===== config.mk =====
export PLATFORM = sky130hd
export DESIGN_NAME = inst_fetch_flat
export DESIGN_NICKNAME = d
export VERILOG_FILES = /design/src/rtl/inst_fetch_pkg.sv /design/src/rtl/inst_fetch_if.sv /design/src/rtl/inst_fetch_fifo.sv /design/src/rtl/inst_fetch.sv /design/src/flat_wrapper.sv
export SDC_FILE = /design/constraint.sdc
export NUM_CORES = 1
export LEC_CHECK = 0
export CAP_MARGIN = 20
export CORE_UTILIZATION = 47
export CTS_CLUSTER_DIAMETER = 80
export DETAILED_ROUTE_END_ITERATION = 16
export GPL_ROUTABILITY_DRIVEN = 0
export PLACE_DENSITY = 0.76
export SLEW_MARGIN = 25
export SYNTH_ARGS = -nofsm -noshare
export SYNTH_HDL_FRONTEND = slang
export SYNTH_HIERARCHICAL = 1
export SYNTH_SLANG_ARGS = --single-unit

===== constraint.sdc =====
create_clock -name clk -period 2.1 [get_ports clk]
set_input_delay 0.315 -clock clk [delete_from_list [all_inputs] [get_ports clk]]
set_output_delay 0.315 -clock clk [all_outputs]
set_load 0.05 [all_outputs]

===== src/rtl/inst_fetch_pkg.sv =====
// Shared definitions for the instruction fetch stage: field positions, fetch
// states, buffer entry layout and the default reset vector.
package inst_fetch_pkg;

  localparam int unsigned OP_MSB   = 31;
  localparam int unsigned OP_LSB   = 26;
  localparam int unsigned FUNC_MSB = 5;
  localparam int unsigned FUNC_LSB = 0;

  localparam int unsigned OP_W   = OP_MSB - OP_LSB + 1;
  localparam int unsigned FUNC_W = FUNC_MSB - FUNC_LSB + 1;

  localparam logic [31:0] DEFAULT_RESET_PC = 32'h0000_0000;
  localparam int unsigned FIFO_ENTRIES     = 2;

  typedef enum logic [0:0] {
    FETCH_ST_FETCH = 1'b0,
    FETCH_ST_DRAIN = 1'b1
  } fetch_state_e;

  typedef struct packed {
    logic [31:0] pc;
    logic [31:0] word;
  } fetch_entry_t;

  // Fetch addresses are always word aligned.
  function automatic logic [31:0] word_align(input logic [31:0] addr);
    return addr & ~32'h0000_0003;
  endfunction

endpackage


===== src/rtl/inst_fetch_if.sv =====
// Fetch-stage bus: imem request/ack, redirect input and instruction output.
// fetch_misalign_err exists only when INST_FETCH_MISALIGN_CHK_EN is defined.
interface inst_fetch_if;
  import inst_fetch_pkg::*;

  logic              imem_req;
  logic [31:0]       imem_addr;
  logic              imem_ack;
  logic [31:0]       imem_rdata;

  logic              redirect_valid;
  logic [31:0]       redirect_pc;

  logic              inst_valid;
  logic              inst_ready;
  logic [31:0]       inst_word;
  logic [31:0]       inst_pc;
  logic [OP_W-1:0]   inst_op;
  logic [FUNC_W-1:0] inst_func;

`ifdef INST_FETCH_MISALIGN_CHK_EN
  logic              fetch_misalign_err;
`endif

  modport master (
    output imem_req, imem_addr,
    input  imem_ack, imem_rdata,
    input  redirect_valid, redirect_pc,
    output inst_valid, inst_word, inst_pc, inst_op, inst_func,
    input  inst_ready
`ifdef INST_FETCH_MISALIGN_CHK_EN
    , output fetch_misalign_err
`endif
  );

  modport slave (
    input  imem_req, imem_addr,
    output imem_ack, imem_rdata,
    output redirect_valid, redirect_pc,
    input  inst_valid, inst_word, inst_pc, inst_op, inst_func,
    output inst_ready
`ifdef INST_FETCH_MISALIGN_CHK_EN
    , input fetch_misalign_err
`endif
  );

endinterface


===== src/rtl/inst_fetch_fifo.sv =====
// Two-entry synchronous FIFO with flush. entry0 is always the head, so the
// head register only moves on pop, push-into-empty, or pop+push at one entry.
module inst_fetch_fifo #(
  parameter int unsigned WIDTH = 64
) (
  input  logic             clk,
  input  logic             rst_n,
  input  logic             flush,
  input  logic             push,
  input  logic [WIDTH-1:0] push_data,
  input  logic             pop,
  output logic [1:0]       count,
  output logic [WIDTH-1:0] head
);

  logic [WIDTH-1:0] entry0;
  logic [WIDTH-1:0] entry1;
  logic             push_ok;
  logic             pop_ok;

  assign pop_ok  = pop && (count != 2'd0);
  assign push_ok = push && (count != 2'd2);
  assign head    = entry0;

  always_ff @(posedge clk or negedge rst_n) begin
    if (!rst_n) begin
      count  <= '0;
      entry0 <= '0;
      entry1 <= '0;
    end else if (flush) begin
      count <= '0;
    end else begin
      if (pop_ok) begin
        // With one entry and no push the head keeps its last value.
        if (count == 2'd2) begin
          entry0 <= entry1;
        end else if (push_ok) begin
          entry0 <= push_data;
        end
      end else if (push_ok) begin
        if (count == 2'd0) begin
          entry0 <= push_data;
        end else begin
          entry1 <= push_data;
        end
      end
      count <= count + 2'(push_ok) - 2'(pop_ok);
    end
  end

endmodule


===== src/rtl/inst_fetch.sv =====
// Instruction fetch stage: PC, imem req/ack, 2-entry buffer, redirect/drain.
// Define INST_FETCH_MISALIGN_CHK_EN to flag and halt on misaligned redirects.
module inst_fetch
  import inst_fetch_pkg::*;
#(
  parameter logic [31:0] RESET_PC   = DEFAULT_RESET_PC,
  parameter int unsigned FIFO_DEPTH = FIFO_ENTRIES
) (
  input  logic         clk,
  input  logic         rst_n,
  inst_fetch_if.master bus
);

  fetch_state_e state;
  fetch_state_e state_n;
  logic [31:0]  pc;
  logic [31:0]  pc_n;
  logic [31:0]  drain_addr;
  logic [31:0]  drain_addr_n;
  logic [31:0]  fetch_addr;
  logic         fetch_req;
  logic         has_space;
  logic         halted;
  logic         push;
  logic         pop;
  logic         flush;
  logic [1:0]   count;
  fetch_entry_t head;
  fetch_entry_t push_entry;

`ifdef INST_FETCH_MISALIGN_CHK_EN
  logic misalign_err;
  logic misalign_err_n;

  assign halted                 = misalign_err;
  assign bus.fetch_misalign_err = misalign_err;
`else
  assign halted = 1'b0;
`endif

  assign has_space  = 32'(count) < FIFO_DEPTH;
  assign push_entry = '{pc: pc, word: bus.imem_rdata};

  always_ff @(posedge clk or negedge rst_n) begin
    if (!rst_n) begin
      state      <= FETCH_ST_FETCH;
      pc         <= RESET_PC;
      drain_addr <= RESET_PC;
`ifdef INST_FETCH_MISALIGN_CHK_EN
      misalign_err <= 1'b0;
`endif
    end else begin
      state      <= state_n;
      pc         <= pc_n;
      drain_addr <= drain_addr_n;
`ifdef INST_FETCH_MISALIGN_CHK_EN
      misalign_err <= misalign_err_n;
`endif
    end
  end

  always_comb begin
    state_n      = state;
    pc_n         = pc;
    drain_addr_n = drain_addr;
    push         = 1'b0;
    flush        = 1'b0;
    fetch_req    = 1'b0;
    fetch_addr   = pc;
`ifdef INST_FETCH_MISALIGN_CHK_EN
    misalign_err_n = misalign_err;
`endif

    // The request is gated by rst_n so it is low for the whole reset.
    unique case (state)
      FETCH_ST_FETCH: begin
        fetch_req  = rst_n && has_space && !halted;
        fetch_addr = pc;
      end
      FETCH_ST_DRAIN: begin
        fetch_req  = rst_n;
        fetch_addr = drain_addr;
      end
      default: ;
    endcase

    pop = (count != 2'd0) && bus.inst_ready && !bus.redirect_valid;

    if (bus.redirect_valid) begin
      flush = 1'b1;
      pc_n  = word_align(bus.redirect_pc);
`ifdef INST_FETCH_MISALIGN_CHK_EN
      misalign_err_n = |bus.redirect_pc[1:0];
`endif
      // An outstanding request must still complete; its address is kept
      // and its data thrown away in DRAIN.
      if (state == FETCH_ST_FETCH) begin
        if (fetch_req && !bus.imem_ack) begin
          state_n      = FETCH_ST_DRAIN;
          drain_addr_n = pc;
        end
      end else if (bus.imem_ack) begin
        state_n = FETCH_ST_FETCH;
      end
    end else if (fetch_req && bus.imem_ack) begin
      if (state == FETCH_ST_FETCH) begin
        push = 1'b1;
        pc_n = pc + 32'd4;
      end else begin
        state_n = FETCH_ST_FETCH;
      end
    end
  end

  inst_fetch_fifo #(
    .WIDTH($bits(fetch_entry_t))
  ) u_fifo (
    .clk       (clk),
    .rst_n     (rst_n),
    .flush     (flush),
    .push      (push),
    .push_data (push_entry),
    .pop       (pop),
    .count     (count),
    .head      (head)
  );

  assign bus.imem_req   = fetch_req;
  assign bus.imem_addr  = fetch_addr;
  assign bus.inst_valid = (count != 2'd0);
  assign bus.inst_word  = head.word;
  assign bus.inst_pc    = head.pc;
  assign bus.inst_op    = head.word[OP_MSB:OP_LSB];
  assign bus.inst_func  = head.word[FUNC_MSB:FUNC_LSB];

endmodule

===== src/flat_wrapper.sv =====
// flat-port wrapper written by rule: the top's interface ports become plain ports
module inst_fetch_flat import inst_fetch_pkg::*;
#(
  parameter logic [31:0] RESET_PC   = DEFAULT_RESET_PC,
  parameter int unsigned FIFO_DEPTH = FIFO_ENTRIES
)
  (clk, rst_n, bus_imem_req, bus_imem_addr, bus_imem_ack, bus_imem_rdata, bus_redirect_valid, bus_redirect_pc, bus_inst_valid, bus_inst_word, bus_inst_pc, bus_inst_op, bus_inst_func, bus_inst_ready);
  inst_fetch_if bus_i ();
  input  logic clk;
  input  logic rst_n;
  output wire logic [$bits(bus_i.imem_req)-1:0] bus_imem_req;
  output wire logic [$bits(bus_i.imem_addr)-1:0] bus_imem_addr;
  input wire logic [$bits(bus_i.imem_ack)-1:0] bus_imem_ack;
  input wire logic [$bits(bus_i.imem_rdata)-1:0] bus_imem_rdata;
  input wire logic [$bits(bus_i.redirect_valid)-1:0] bus_redirect_valid;
  input wire logic [$bits(bus_i.redirect_pc)-1:0] bus_redirect_pc;
  output wire logic [$bits(bus_i.inst_valid)-1:0] bus_inst_valid;
  output wire logic [$bits(bus_i.inst_word)-1:0] bus_inst_word;
  output wire logic [$bits(bus_i.inst_pc)-1:0] bus_inst_pc;
  output wire logic [$bits(bus_i.inst_op)-1:0] bus_inst_op;
  output wire logic [$bits(bus_i.inst_func)-1:0] bus_inst_func;
  input wire logic [$bits(bus_i.inst_ready)-1:0] bus_inst_ready;
  assign bus_imem_req = bus_i.imem_req;
  assign bus_imem_addr = bus_i.imem_addr;
  assign bus_i.imem_ack = bus_imem_ack;
  assign bus_i.imem_rdata = bus_imem_rdata;
  assign bus_i.redirect_valid = bus_redirect_valid;
  assign bus_i.redirect_pc = bus_redirect_pc;
  assign bus_inst_valid = bus_i.inst_valid;
  assign bus_inst_word = bus_i.inst_word;
  assign bus_inst_pc = bus_i.inst_pc;
  assign bus_inst_op = bus_i.inst_op;
  assign bus_inst_func = bus_i.inst_func;
  assign bus_i.inst_ready = bus_inst_ready;
  inst_fetch #(.RESET_PC(RESET_PC), .FIFO_DEPTH(FIFO_DEPTH)) u_core (.clk(clk), .rst_n(rst_n), .bus(bus_i));
endmodule

== Word-level counts from Yosys, hierarchy flattened ==
Index checks and enable logic that the tools add are counted.

* Output and inout port bits: 110
* Logic and storage cells: 56
* Register bits after elaboration: 195
* Input bits: 69

* Magnitude comparators: 1
* Muxes and demuxes: 20
* Bitwise logic cells: 4
* Equality and inequality tests: 3
* Reduce and logical (&&, ||, !) cells: 19
* Add/sub/neg operators: 3

{| class="wikitable"
|+ Operator list
! kind !! number
|-
| $mux W64 || 5
|-
| $mux W32 || 3
|-
| $pmux W32 S2 || 1
|-
| $add A32 B3 Y32 const B || 1
|-
| $reduce_bool A2 Y1 || 5
|-
| $mux W1 || 9
|-
| $reduce_and A4 Y1 || 2
|-
| $logic_and A1 B1 Y1 || 7
|-
| $ne A2 B2 Y1 const B || 2
|-
| $not A1 Y1 || 4
|-
| $reduce_and A3 Y1 || 1
|-
| $add A2 B1 Y2 || 1
|-
| $eq A2 B2 Y1 const B || 1
|-
| $logic_not A1 Y1 || 2
|-
| $logic_not A2 Y1 || 1
|-
| $lt A2 B2 Y1 const B || 1
|-
| $mux W2 || 1
|-
| $pmux W1 S2 || 1
|-
| $reduce_and A2 Y1 || 1
|-
| $sub A2 B1 Y2 || 1
|}

== Logic depth before layout (Yosys ltp) ==
* Depth after elaboration: 10
* Gate-level depth with buffers: 11
* Gate-level depth less buffers: 9

== Hierarchy ==
Netlist, hierarchy kept.

{| class="wikitable"
|+ Modules (own cells, without submodules)
! module !! area each (um^2) !! seq. area each (um^2) !! instances !! cells an instance
|-
| inst_fetch_fifo || 5720.5 || 3253.1 || 1 || 358
|-
| inst_fetch || 3473.3 || 1526.5 || 1 || 338
|}

== Worst setup path after synthesis ==
OpenSTA, ideal clock, no wires.

* Path type: register to register
* Start: register u_core.state
* End: register u_core.drain_addr[10]
* Buffers on the path: 2
* Arrival time: 2.728 ns
* Clock period less this slack: 2.853 ns
* Cell stages (with the launch flop): 7
* Library setup time: 0.125 ns
* Required time: 1.975 ns
* Setup slack: -0.753 ns
* Cells stage by stage: dfrtp_1 > buf_6 > inv_1 > a21boi_0 > nor3b_1 > clkbuf_1 > mux2_2

* Cells in the longest elaborated chain, start to end: 4

{| class="wikitable"
|+ Ends and longest elaborated chain
! element !! RTL line !! source
|-
| from (decl) || inst_fetch.sv:14 || <nowiki>fetch_state_e state;</nowiki>
|-
| from (signal assigned) || inst_fetch.sv:53 || <nowiki>state <= state_n;</nowiki>
|-
| $not A1 Y1 (no source line) || n/a ||
|-
| $pmux W1 S2 (*) || inst_fetch.sv:75 || <nowiki>unique case (state)</nowiki>
|-
| net bus_imem_req || flat_wrapper.sv:11 || <nowiki>output wire logic [$bits(bus_i.imem_req)-1:0] bus_imem_req;</nowiki>
|-
| $logic_and A1 B1 Y1 (*) || inst_fetch.sv:98 || <nowiki>if (fetch_req && !bus.imem_ack) begin</nowiki>
|-
| $reduce_and A3 Y1 (no source line) (*) || n/a ||
|-
| to (signal assigned) || inst_fetch.sv:55 || <nowiki>drain_addr <= drain_addr_n;</nowiki>
|-
| to (decl) || inst_fetch.sv:18 || <nowiki>logic [31:0] drain_addr;</nowiki>
|}

The timed path passes the listed nets; every way through them passes the cells marked *.
A chain may end at the register's enable or synchronous reset.

== Worst setup path in the final report ==
* Start: register u_core.pc[8]
* End: register u_core.pc[17]

* Cells in the longest elaborated chain, start to end: 4

{| class="wikitable"
|+ Ends and longest elaborated chain
! element !! RTL line !! source
|-
| from (decl) || inst_fetch.sv:16 || <nowiki>logic [31:0] pc;</nowiki>
|-
| from (signal assigned) || inst_fetch.sv:54 || <nowiki>pc <= pc_n;</nowiki>
|-
| $add A32 B3 Y32 || inst_fetch.sv:108 || <nowiki>pc_n = pc + 32'd4;</nowiki>
|-
| $mux W32 || inst_fetch.sv:106 || <nowiki>if (state == FETCH_ST_FETCH) begin</nowiki>
|-
| $mux W32 || inst_fetch.sv:105 || <nowiki>end else if (fetch_req && bus.imem_ack) begin</nowiki>
|-
| $mux W32 || inst_fetch.sv:89 || <nowiki>if (bus.redirect_valid) begin</nowiki>
|}

No other way between the ends. The select of a mux whose other input is x is not followed.

==> out/results.txt <==
Summed over all nets, the switching power comes to 5.12 mW. For this block, the routed nets add up to 21,000 um of wire. Setup violations remaining at the end of the flow were counted as 8.

The power share of the sequential group was 0.366; the number of distinct library cells after synthesis was 42. Synthesis produced 696 cells. The relative slew slack came out at 0.622.

The logs give 6 for the number of warnings printed during yosys synthesis and 0.776 mV for the worst vdd rail ir drop. Power comes to 13.5 mW. The slowest cell on the critical path is or4_4.

The first global-routing pass estimated 33,600 um of wire. The final clock period utilization by the worst path works out to 1.03. Startpoint type of the worst setup path: a register.

The CTS buffer count is 17. The worst setup path is captured at a register. The number of clock sinks seen by CTS is 191.

In the layout the commonest cells are mux2_2, dfrtp_1, clkdlybuf4s50_1, buf_12, buf_4. Post-layout net count: 964. The synthesized netlist occupies a cell area of 9190 um^2. Counting flops with a built-in enable in the synthesized netlist gives 0.

Fraction of power consumed by combinational cells: 0.398. On the worst path, the slowest cell contributes a delay of 0.62 ns. After clock tree synthesis, the clock-pin slew on the worst setup and hold paths is 0.07 ns. The first TritonRoute pass finished after 5 iterations.

The path class of the tightest hold or removal check is primary input to register. The total routing resource utilization after global routing is 0.215, and the fraction of final layout cells sized beyond drive strength 1 is 0.427. The placeable core area was 19,000 um^2; the HPWL after detailed placement was 13,400 um.

After floorplanning, the core was divided into 50 placement rows. The number of placed I/O pins was 179. The internal power summed over all cells was 8.37 mW.

In this run the vertical extent of the chip is 142 um. Top flip-flop cell by instance count after synthesis: dfrtp_1. The run gives 6,489 as the number of global-route vias before repair.

The run finished, with violations left. For this run, design rule violations remaining after detail routing come to 0. The fraction of registers with async set or reset after synthesis was 1.00; the number of vias per cell was 5.40. The kind of cell with the highest combined delay on the critical path was simple AND/OR/NAND/NOR gates. Entering global routing, the biggest net connects 194 pins. The count of endpoints failing hold in the final timing report came out at 0. Average wire per cell in the routed design: 18.1 um. The number of buffers and inverters on the critical path is 2. The share of synthesized cell area in full adder, half adder and majority cells is 0.00408.

The tool flagged a number of max-cap violations equal to 0. The initial antenna violation count is 0, and the final clock skew is 0.00862 ns. For this design the static power due to leakage is 5.28 nW.

STA puts the critical path data arrival time at 2.50 ns. The worst setup path is of the register to register kind. The run gives 6,291 as the overall via count from detail_route. Of all nets on the critical path, the largest fanout is 15. The achievable frequency is 463 MHz, and the total of flip-flops plus latches after synthesis is 191. The die covers 20,100 um^2. The mux cell area share after synthesis was 0.307; the proportion of synthesized chip area in sequential cells was 0.520. The combinational family with the most area after synthesis is multiplexers. Measured along the x axis, the die boundary spans 142 um.

For the worst-skew pair, the clock arrives at the later sink with an insertion delay of 0.43 ns. The number of antenna diodes in the final layout is 0. After layout, the minimum clock period comes to 2.16 ns. The xor and xnor area share after synthesis was 0.0114; the utilization after layout was 0.657.

The post-synthesis share of cell area spent on and, or, nand and nor gates was 0.0735. At the pin with the least slew margin, the transition time is 0.566 ns. The total overflow left after global routing is 0. The most common cell after layout, fill and taps aside is mux2_2.

After filler insertion, the fill cell instance count of the layout stands at 1,407. The number of nets with antenna violations after detailed routing is 0. Setup repair after global routing could not meet its margin everywhere. The power per standard cell area is 1080 nW/um^2, and the number of port buffers is 174. The initial core utilization is 0.485, and the endpoint required time on the critical path is 2.44 ns. The tree is rooted in a clkbuf_16. For the final number of max-transition violations, the log shows 0. The layout overhead on the synthesized area is 35.5%, and the worst-case setup margin in the final layout is -0.0581 ns. The tools report the clock group share of total power as 0.236.

The number of DRC markers in iteration 0 came out at 427. The signal on the critical path passes through nand4_1, or4_4, buf_12, buf_4, or3_1, a31oi_1. The fraction of the mapped netlist area in compound gates came out at 0.0408. The H-tree generated during clock tree synthesis spans 4 levels. The clock passes through at most 2 buffers.

The share of total power consumed by net switching came out at 0.380. TritonCTS built the clock tree. The mean post-synth cell area came out at 13.2 um^2. The final reports fail on negative setup slack.
timing repair:
item,CTS,global route
setup buffers,0,8
hold buffers,0,1
setup endpoints to repair,113,153
cloned,0,1
hold endpoints to repair,0,6
gates resized for setup,4,31
pin swaps,0,11
cell usage after synthesis, types with 2 or more instances:
library cell  count  area, um^2
mux2_2          250        2820
dfrtp_1         191        4780
nand2_1          27         101
nor2_1           20        75.1
o21ai_0          19        95.1
clkbuf_1         18        67.6
a31oi_1          15        93.8
buf_4            14         105
or4_1            14         105
buf_6            13         146
o31ai_1          11        82.6
buf_2            10        50.1
nand3_1          10        50.1
nand4_1           9        56.3
or3_1             8        50.1
xnor2_1           7        61.3
and3_1            6        37.5
inv_1             6        22.5
nor2b_1           6        37.5
o21ai_1           5        25.0
xor2_1            5        43.8
and4_1            3        26.3
ha_1              3        37.5
a21boi_0          2        15.0
a22oi_1           2        15.0
nand2b_1          2        12.5
nand3b_1          2        15.0
nor3_1            2        10.0
nor4bb_1          2        20.0
o211ai_1          2        15.0
routing by layer:
metal / share of wire / global-route usage / vias to the layer above
met2: 0.47 / 0.346 / 212
met5: 0 / 0 / -
met4: 0.011 / 0.0538 / 0
li1: - / - / 2906
met1: 0.46 / 0.297 / 3151
met3: 0.057 / 0.0432 / 22
final timing paths:
kind                                          start                       end  slack, ns  cells after the start
setup / recovery                       u_core/pc[8]             u_core/pc[17]      -0.06                      6
hold / removal                   bus_redirect_pc[2]              u_core/pc[2]       0.47                      3
setup reg to reg                       u_core/pc[8]             u_core/pc[17]      -0.06                      6
hold reg to reg            u_core/u_fifo/entry1[63]  u_core/u_fifo/entry1[63]       0.50                      1
max in group asynchronous                     rst_n  u_core/u_fifo/entry1[61]       0.63                      4
min in group asynchronous                     rst_n      u_core/drain_addr[2]       0.57                      3
worst reg2reg max path, cell delays in order (launching register included):
cell and delay [ns]:
dfrtp_1 0.35, nand4_1 0.27, or4_4 0.62, buf_12 0.17, buf_4 0.14, or3_1 0.34
a31oi_1 0.19
metrics by stage:
step                instance area (um^2)  setup TNS, ns  hold slack, ns  worst slack (ns)  std cells
floorplan                           9260        -0.0381          0.0194           -0.0190        701
global placement                   11700         -40.97           0.482            -0.360       1122
detailed placement                 11700         -50.17           0.491            -0.385       1122
CTS                                12200         -0.662           0.223           -0.0278       1153
global route                       12500          -1.39           0.477            -0.119       1164
finish                             12500         -0.235           0.473           -0.0581       1164
kinds of logic (layout without fill, tap and decap cells):
family / Yosys count / count (layout)
compound gates: 59 / 59
xor+xnor: 12 / 12
fa+ha+maj: 3 / 3
buf+inv: 61 / 264
flops: 191 / 191
mux: 251 / 251
other cells: 1 / 6
simple gates: 118 / 118
final cells by class:
cell class,instances,area (um^2),share of cell area
flip-flops and latches,191,4780,0.384
multi-input cells,449,4130,0.332
repair buffers,227,2620,0.210
clock buffers,17,425,0.0341
well taps,260,325,0.0261
clock inverters,14,149,0.0119
inverters,6,22.5,0.00181
sequential cells by signal (all words and copies together), names as in the netlist:
signal	count
u_core/drain_addr	30
u_core/pc	30
u_core/state	1
u_core/u_fifo/count	2
u_core/u_fifo/entry1	64
u_core/u_fifo/head	64
power by group through the flow:
stage / sequential, mW / clock, mW / combinational [mW]
2_1_floorplan: 6.43 / 0 / 1.93
3_3_place_gp: 4.97 / 0 / 5.31
3_5_place_dp: 5.01 / 0 / 5.36
4_1_cts: 4.95 / 3.27 / 5.38
5_1_grt: 5.06 / 3.42 / 5.59
6_report: 4.94 / 3.18 / 5.36
No activity file was read; power rests on OpenSTA's default activity.
==> variant, RTL diff (config.mk and constraints unchanged) <==
Set the package constant `OP_LSB` to 13 (it was 26).
--- a/src/rtl/inst_fetch_pkg.sv
+++ b/src/rtl/inst_fetch_pkg.sv
@@ -4,5 +4,5 @@
 
   localparam int unsigned OP_MSB   = 31;
-  localparam int unsigned OP_LSB   = 26;
+  localparam int unsigned OP_LSB   = 13;
   localparam int unsigned FUNC_MSB = 5;
   localparam int unsigned FUNC_LSB = 0;
Interface: changed (resized bus_inst_op); port bits go from 179 to 192. The function was not compared with the original's and may differ.
==> variant against the unedited design <==
The run still ends with negative setup slack left. Setup slack improved by 0.046 ns. Die area rose by 1.0%. Routed wire length barely moved. Global-route usage fell by 0.22 points. Clock skew fell by 0.00085 ns. Synthesized area rose by 1.1%. Cell area rose by 1.3%. Fmax rose by 2.2%. Largest cell class unchanged. Power rose by 3.6%. Sequential cell count did not move.
==> variant: results <==
export IMPL_violations="negative setup slack"
export IMPL_hpwlAfterDp_um=13900
export IMPL_numPortBuffers=187
export IMPL_n_fill_cell=1516
export IMPL_grt_pass1_wl_um=33200
export IMPL_grt_use_met3_pct=3.94
export IMPL_grtUsageTotal_pct=21.2
export IMPL_drtIter0Drc=386
export IMPL_routed_wl_met2_um=10400
export IMPL_fin_skew_ns=0.00777
export IMPL_nClkBuffers=21
export IMPL_use_met1_pct=28.1
export IMPL_crit_fanout=8
export IMPL_fin_ws_ns=-0.0125
export IMPL_grt_pass1_vias=6370
export IMPL_placed_cell_area_sq_um=11800
export IMPL_netlist_top_cells_area="dfrtp_1, mux2_2, buf_4, buf_6, or4_1"
export IMPL_outcome="complete, but fails checks"
export IMPL_hold_path_class="in -> async"
export IMPL_drive_above_1_share_pct=41.5
export IMPL_ys_seq_area_share_pct=51.4
export IMPL_postLayoutCoreUtil_pct=65.1
export IMPL_sh_seq_area_pct=37.9
export IMPL_leakagePower_nw=5.39
export IMPL_buffers=239
export IMPL_finalSetupViolCount=1
export IMPL_final_net_count=976
-- variant: worst paths after layout --
path	cells past startpoint	from	to	slack [ns]
hold reg to reg	1	u_core/u_fifo/entry1[45]	u_core/u_fifo/entry1[45]	0.50
setup / recovery	5	u_core/state	u_core/pc[31]	-0.01
max in group asynchronous	4	rst_n	u_core/u_fifo/head[18]	0.46
setup reg to reg	5	u_core/state	u_core/pc[31]	-0.01
min in group clk	3	bus_redirect_pc[15]	u_core/pc[15]	0.46
hold / removal	2	rst_n	u_core/drain_addr[3]	0.16
-- variant: logic make-up (layout without fill, tap and decap cells) --
| group | Yosys count | after routing | share of synthesized area, % |
|---|---|---|---|
| and+or+nand+nor | 118 | 118 | 7.27 |
| muxes | 251 | 251 | 30.4 |
| adders and majority gates | 3 | 3 | 0.404 |
| other | 1 | 6 | 0.0404 |
| DFF | 191 | 191 | 51.4 |
| xor gates and xnor gates | 12 | 12 | 1.13 |
| buffers and inverters | 74 | 277 | 5.27 |
| AOI/OAI and AO/OA | 59 | 59 | 4.04 |
-- variant: worst max-delay path, stage by stage, from the launching register on --
cell and delay (ns):
dfrtp_1 0.41, nand4bb_4 0.27, or4_4 0.58, buf_6 0.17, or4_1 0.40, o211ai_1 0.20
-- variant: what timing repair did --
item                                    4_1_cts  5_1_grt
pin swaps                                     4       14
cloned                                        1        4
hold buffers                                  1        0
setup buffers                                 1        1
endpoints found under the hold margin        36        0
resized for setup                            10       22
endpoints found under the setup margin       49       74
-- variant: power by group --
| group | total, mW | switching (mW) | internal (mW) | leakage [nW] |
|---|---|---|---|---|
| clock network | 3.18 | 1.41 | 1.77 | 0.287 |
| registers | 4.97 | 0.498 | 4.47 | 2.38 |
| logic | 5.82 | 3.44 | 2.38 | 2.72 |
